===== config.mk =====
export PLATFORM = sky130hd
export DESIGN_NAME = dpwm_deadtime_gen
export DESIGN_NICKNAME = d
export VERILOG_FILES = /design/src/rtl/dpwm_deadtime_gen.sv
export SDC_FILE = /design/constraint.sdc
export NUM_CORES = 1
export LEC_CHECK = 0
export ABC_AREA = 1
export CORE_ASPECT_RATIO = 1.25
export CORE_MARGIN = 8
export CORE_UTILIZATION = 60
export DETAILED_ROUTE_END_ITERATION = 16
export GPL_ROUTABILITY_DRIVEN = 1
export PLACE_DENSITY_LB_ADDON = 0.25
export SYNTH_ARGS = -nofsm -noshare
export SYNTH_HDL_FRONTEND = slang
export SYNTH_SLANG_ARGS = --single-unit

===== constraint.sdc =====
create_clock -name f_clk -period 3.47 [get_ports f_clk]
set_clock_uncertainty 0.15 [all_clocks]
set_input_delay 0.694 -clock f_clk [delete_from_list [all_inputs] [get_ports f_clk]]
set_output_delay 0.694 -clock f_clk [all_outputs]
set_load 0.01 [all_outputs]

===== src/rtl/dpwm_deadtime_gen.sv =====
`default_nettype none
// ============================================================================
// Module   : dpwm_deadtime_gen
// Purpose  : Digital PWM stage fed by the PID controller. Converts the signed
//            Q(FRAC) control word into a clamped duty count once per switching
//            period and drives complementary high/low-side gates with
//            programmable dead time. Also produces the f_pwm sample clock that
//            paces the PID loop, so controller update and PWM stay locked.
// Ports    : f_clk    in   system clock, rising edge
//            rst      in   asynchronous active-high reset
//            en       in   gate enable (low -> both gates off)
//            N_con    in   signed 19-bit control word (2^FRAC == duty 1.0)
//            f_pwm    out  PID sample clock, 50% duty, one cycle per period
//            pwm_hi   out  high-side gate
//            pwm_lo   out  low-side gate
//            duty_act out  duty count in use for the current period
//            sat      out  latched duty was clamped
// Revision : 1.0 - initial release
// ============================================================================
module dpwm_deadtime_gen #(
    parameter int PERIOD   = 500,
    parameter int CNT_W    = 10,
    parameter int DEADTIME = 4,
    parameter int D_MIN    = 0,
    parameter int D_MAX    = 480,
    parameter int FRAC     = 15
) (
    input  logic                f_clk,
    input  logic                rst,
    input  logic                en,
    input  logic signed [18:0]  N_con,
    output logic                f_pwm,
    output logic                pwm_hi,
    output logic                pwm_lo,
    output logic [CNT_W-1:0]    duty_act,
    output logic                sat
);

    localparam int c_ncon_w = 19;
    localparam int c_prod_w = c_ncon_w + CNT_W;

    localparam logic [CNT_W-1:0] c_last    = CNT_W'(PERIOD - 1);
    localparam logic [CNT_W-1:0] c_half    = CNT_W'(PERIOD / 2);
    localparam logic [CNT_W-1:0] c_dmin    = CNT_W'(D_MIN);
    localparam logic [CNT_W-1:0] c_dmax    = CNT_W'(D_MAX);
    localparam logic [CNT_W-1:0] c_dt_load = CNT_W'(DEADTIME - 1);

    localparam logic signed [c_prod_w-1:0] c_period_s = c_prod_w'(PERIOD);
    localparam logic signed [c_prod_w-1:0] c_dmin_s   = c_prod_w'(D_MIN);
    localparam logic signed [c_prod_w-1:0] c_dmax_s   = c_prod_w'(D_MAX);

    // Gate FSM encoding
    localparam logic [2:0] c_st_off   = 3'd0;
    localparam logic [2:0] c_st_lo_on = 3'd1;
    localparam logic [2:0] c_st_dt_lh = 3'd2;
    localparam logic [2:0] c_st_hi_on = 3'd3;
    localparam logic [2:0] c_st_dt_hl = 3'd4;

    logic [CNT_W-1:0]           r_cnt;
    logic                       r_f_pwm;
    logic [CNT_W-1:0]           r_duty_pend;
    logic [CNT_W-1:0]           r_duty_act;
    logic                       r_sat;
    logic [2:0]                 r_state;
    logic [CNT_W-1:0]           r_dtc;
    logic                       r_pwm_hi;
    logic                       r_pwm_lo;

    logic                       w_wrap;
    logic                       w_sample;
    logic [CNT_W-1:0]           w_cnt_next;
    logic signed [c_prod_w-1:0] w_ncon_ext;
    logic signed [c_prod_w-1:0] w_prod;
    logic signed [c_prod_w-1:0] w_dcalc;
    logic [CNT_W-1:0]           w_duty_next;
    logic                       w_sat_next;
    logic                       w_raw;
    logic [2:0]                 w_state_next;
    logic [CNT_W-1:0]           w_dtc_next;

    assign w_wrap     = (r_cnt == c_last);
    assign w_sample   = (r_cnt == c_half);
    assign w_cnt_next = w_wrap ? '0 : r_cnt + CNT_W'(1);

    // Duty = N_con * PERIOD / 2^FRAC, floor via arithmetic shift
    assign w_ncon_ext = c_prod_w'(N_con);
    assign w_prod     = w_ncon_ext * c_period_s;
    assign w_dcalc    = w_prod >>> FRAC;

    always_comb begin
        w_duty_next = w_dcalc[CNT_W-1:0];
        w_sat_next  = 1'b0;
        if (w_dcalc < c_dmin_s) begin
            w_duty_next = c_dmin;
            w_sat_next  = 1'b1;
        end else if (w_dcalc > c_dmax_s) begin
            w_duty_next = c_dmax;
            w_sat_next  = 1'b1;
        end
    end

    // Uncompensated PWM; the FSM turns its edges into dead-timed gates
    assign w_raw = (r_cnt < r_duty_act);

    always_comb begin
        w_state_next = r_state;
        w_dtc_next   = r_dtc;
        if (!en) begin
            w_state_next = c_st_off;
        end else begin
            case (r_state)
                c_st_off: begin
                    // Start on a period boundary; duty_pend is what raw
                    // will be compared against from cnt=0 onward.
                    if (w_wrap) begin
                        w_dtc_next   = c_dt_load;
                        w_state_next = (r_duty_pend != '0) ? c_st_dt_lh : c_st_dt_hl;
                    end
                end
                c_st_lo_on: begin
                    if (w_raw) begin
                        w_dtc_next   = c_dt_load;
                        w_state_next = c_st_dt_lh;
                    end
                end
                c_st_dt_lh: begin
                    if (!w_raw) begin
                        // Pulse shorter than the dead time is swallowed
                        w_state_next = c_st_lo_on;
                    end else if (r_dtc == '0) begin
                        w_state_next = c_st_hi_on;
                    end else begin
                        w_dtc_next = r_dtc - CNT_W'(1);
                    end
                end
                c_st_hi_on: begin
                    if (!w_raw) begin
                        w_dtc_next   = c_dt_load;
                        w_state_next = c_st_dt_hl;
                    end
                end
                c_st_dt_hl: begin
                    if (w_raw) begin
                        w_state_next = c_st_hi_on;
                    end else if (r_dtc == '0) begin
                        w_state_next = c_st_lo_on;
                    end else begin
                        w_dtc_next = r_dtc - CNT_W'(1);
                    end
                end
                default: begin
                    w_state_next = c_st_off;
                end
            endcase
        end
    end

    always_ff @(posedge f_clk or posedge rst) begin
        if (rst) begin
            r_cnt       <= '0;
            r_f_pwm     <= 1'b0;
            r_duty_pend <= '0;
            r_duty_act  <= '0;
            r_sat       <= 1'b0;
            r_state     <= c_st_off;
            r_dtc       <= '0;
            r_pwm_hi    <= 1'b0;
            r_pwm_lo    <= 1'b0;
        end else begin
            r_cnt   <= w_cnt_next;
            // Decoded from the next count so the rising edge lands on cnt=0
            r_f_pwm <= (w_cnt_next < c_half);

            // Sample mid-period, after the PID has settled from f_pwm rise
            if (w_sample) begin
                r_duty_pend <= w_duty_next;
                r_sat       <= w_sat_next;
            end
            // Load at the wrap so duty never changes inside a period
            if (w_wrap) begin
                r_duty_act <= r_duty_pend;
            end

            r_state  <= w_state_next;
            r_dtc    <= w_dtc_next;
            r_pwm_hi <= (w_state_next == c_st_hi_on);
            r_pwm_lo <= (w_state_next == c_st_lo_on);
        end
    end

    assign f_pwm    = r_f_pwm;
    assign pwm_hi   = r_pwm_hi;
    assign pwm_lo   = r_pwm_lo;
    assign duty_act = r_duty_act;
    assign sat      = r_sat;

endmodule
`default_nettype wire


==> impl_metrics.json <==
{
  "rsz0062_at_grt": "true",
  "cts.path.max_buffers": 2,
  "initial_core_util_pct": 61.1,
  "final_cells": 1133,
  "grt_pass1_wl_mm": 26.2,
  "violations": "setup timing",
  "drtIter0Drc": 230,
  "ys_seq_area_share_pct": 17.5,
  "drt-wirelength-per-cell_um": 15.0,
  "area_growth_pct": 31.3,
  "p_comb_share_pct": 88.4,
  "p_clk_share_pct": 5.3,
  "drt-total-wl_mm": 17.0,
  "path_class": "in2reg",
  "synth-async-reset-ratio_pct": 100,
  "grt_pass1_vias": 6176,
  "io_pins": 36,
  "worst_pin_slew_ns": 0.941,
  "power_density_mw_per_mm2": 997,
  "gp_congestion": 0.864,
  "syn_nets": 1053,
  "core_sq_mm": 0.0110,
  "relSlewSlack_pct": 37.2,
  "placed_area_sq_mm": 0.00789,
  "die_area_sq_mm": 0.0149,
  "synthFlopType": "dfrtp_1",
  "cp-end-kind": "register",
  "syn_avg_cell_area_sq_um": 7.64,
  "place_inst": 1103,
  "final-setup-viol-count": 10,
  "crit_arrival_ns": 4.71,
  "grt_max_degree": 48,
  "stdcell_area_sq_mm": 0.00885,
  "p_sw_share_pct": 53.9,
  "ant_nets": 0,
  "yosys_warnings": 0,
  "first_pass_iters": 7,
  "switching_power_mw": 4.75,
  "clockRootBuffer": "clkbuf_16",
  "outcome": "complete, but fails checks",
  "ir_worst_vdd_mv": 0.597,
  "rows": 43,
  "clkLatencyLatePin_ns": 0.29,
  "hold_class": "reg2reg",
  "die_w_um": 111,
  "numCtsBuffers": 5,
  "htree_levels": 2,
  "diodes": 0,
  "clk_pin_slew_worst_paths_ns": 0.06,
  "drv_cap": 0,
  "synth_edf_count": 0,
  "grt_usage_pct": 20.9,
  "netlist_instances": 882,
  "overflow": 0,
  "ys_types": 50,
  "ys_ff_latch": 47,
  "synth_top_area_share_pct": 20.5,
  "yosys-top-cells-area": "fa_1 (21%), dfrtp_1 (17%), ha_1 (15%)",
  "portBuffers": 35,
  "crit_required_ns": 3.50,
  "place_ws_ns": -2.00,
  "ctsHoldBuffers": 0,
  "num_vias": 5994,
  "path_max_fanout": 5,
  "setup.worst_path.start_class": "input port",
  "dp_hpwl_mm": 12.1,
  "slew_viol_final": 0,
  "antenna_found_initial": 0,
  "via_per_inst": 5.29,
  "worst_slack_ns": -1.21,
  "cts_tree": "done",
  "fin_tns_setup_ns": -11.64,
  "die_h_um": 134,
  "leakage_nw": 4.74,
  "route.detailed.drc": 0,
  "nets": 1168,
  "p_total_mw": 8.82,
  "clock-sinks": 47,
  "max_freq_mhz": 213,
  "fin_crit_sh_pct": 135,
  "drive_above_1_share_pct": 33.6,
  "min_period_ns": 4.68,
  "syn_area_sq_mm": 0.00674,
  "p_int_mw": 4.07,
  "p_seq_share_pct": 6.4,
  "hold_violations": 0,
  "synth_largest_area_cell": "fa_1"
}
worst paths after layout:
kind,start,to,slack [ns],cells past startpoint
setup / recovery,N_con[7],r_duty_pend[8],-1.21,25
hold / removal,r_duty_pend[5],r_duty_pend[5],0.33,2
setup reg to reg,r_cnt[9],r_dtc[0],1.02,10
hold reg to reg,r_duty_pend[5],r_duty_pend[5],0.33,2
max in group asynchronous,rst,pwm_lo,1.79,2
min in group asynchronous,rst,r_dtc[2],0.78,2
repair_timing:
action | 4_1_cts | 5_1_grt
setup endpoints to repair | 10 | 10
gates resized for setup | 181 | 104
pin swaps | 128 | 118
buffers inserted | 14 | 6
endpoints found under the hold margin | 0 | 0
gates cloned | 2 | 0
metrics by stage:
stage	hold slack [ns]	utilization (%)
2_1_floorplan	0.299	-
3_3_place_gp	0.316	71.5
3_5_place_dp	0.317	71.5
4_1_cts	0.335	76.9
5_1_grt	0.348	80.2
6_report	0.331	80.2
power groups by stage:
stage                     logic (mW)  clock network [mW]  registers [mW]
final                           7.79               0.464           0.562
after global routing            8.37               0.500           0.563
after CTS                       6.30               0.475           0.562
after detailed placement        5.19                   0           0.572
after global placement          5.05                   0           0.571
after floorplan                 3.69                   0           0.571
layer usage:
| metal | GRT usage [%] | wire, um |
|---|---|---|
| met5 | 0 | 0 |
| met4 | 9.33 | 764 |
| met3 | 2.26 | 520 |
| met2 | 41.9 | 9260 |
| met1 | 20.9 | 6460 |
Yosys cell counts, drive strengths merged, types with 2 or more instances:
cell type and instances:
nand2 179, buf 2, nor2 56, o31ai 6
nor3b 2, a21boi 2, inv 270, nor3 14
o21ai 29, xor2 13, nand3b 5, nand3 40
dfrtp 47, clkbuf 2, ha 80, mux2 2
nor4 3, nand4 15, fa 69, xnor2 3
a21oi 30, a21o 2
area by class of cell:
cell class	instances	area, sq um
Sequential cell	47	1180
Tap cell	135	169
Clock buffer	6	129
Timing Repair Buffer	110	915
Multi-Input combinational cell	562	5390
Fill cell	687	2180
Clock inverter	2	12.5
Inverter	271	1060
critical path: stages:
cell and delay (ns):
clkdlybuf4s15_1 0.19, inv_2 0.07, fa_1 0.49, fa_1 0.50, inv_1 0.05, fa_1 0.48, inv_1 0.05, fa_1 0.49
inv_2 0.05, ha_4 0.30, nand2_2 0.09, inv_1 0.10, nand2_1 0.09, nand2_1 0.10, nand2_1 0.07, nand3_1 0.11
nand2_1 0.10, nand3_2 0.08, nand2_2 0.05, nand2_2 0.07, nand2_4 0.08, nor2_8 0.16, nand3_2 0.07, nand2_1 0.09
nand2_1 0.06
flip-flops by register name, indices dropped and copies added, names as in the netlist:
| register | count |
|---|---|
| f_pwm | 1 |
| r_cnt | 10 |
| pwm_hi | 1 |
| sat | 1 |
| r_dtc | 10 |
| r_state | 3 |
| r_duty_pend | 10 |
| pwm_lo | 1 |
| duty_act | 10 |
kinds of logic after synthesis:
logic type / Yosys count / synth area share, %
buffers and inverters: 275 / 15.5
adders and majority gates: 149 / 35.4
AOI/OAI and AO/OA: 75 / 6.54
xor gates and xnor gates: 16 / 2.08
and+or+nand+nor: 318 / 22.7
muxes: 2 / 0.334
DFF: 47 / 17.5
cells in the final DEF (no fill, tap or decap), types with 18 or more instances in the layout:
cell type / synthesis / layout
nand2_2: 15 / 45
ha_4: 0 / 19
o21ai_0: 22 / 18
nand2_1: 162 / 109
fa_1: 69 / 68
dfrtp_1: 47 / 47
buf_4: 1 / 70
nand3_1: 37 / 22
nand2_4: 2 / 25
ha_1: 80 / 60
inv_2: 8 / 50
nor2_1: 48 / 33
inv_1: 261 / 208
No activity file was read; power rests on OpenSTA's default activity.
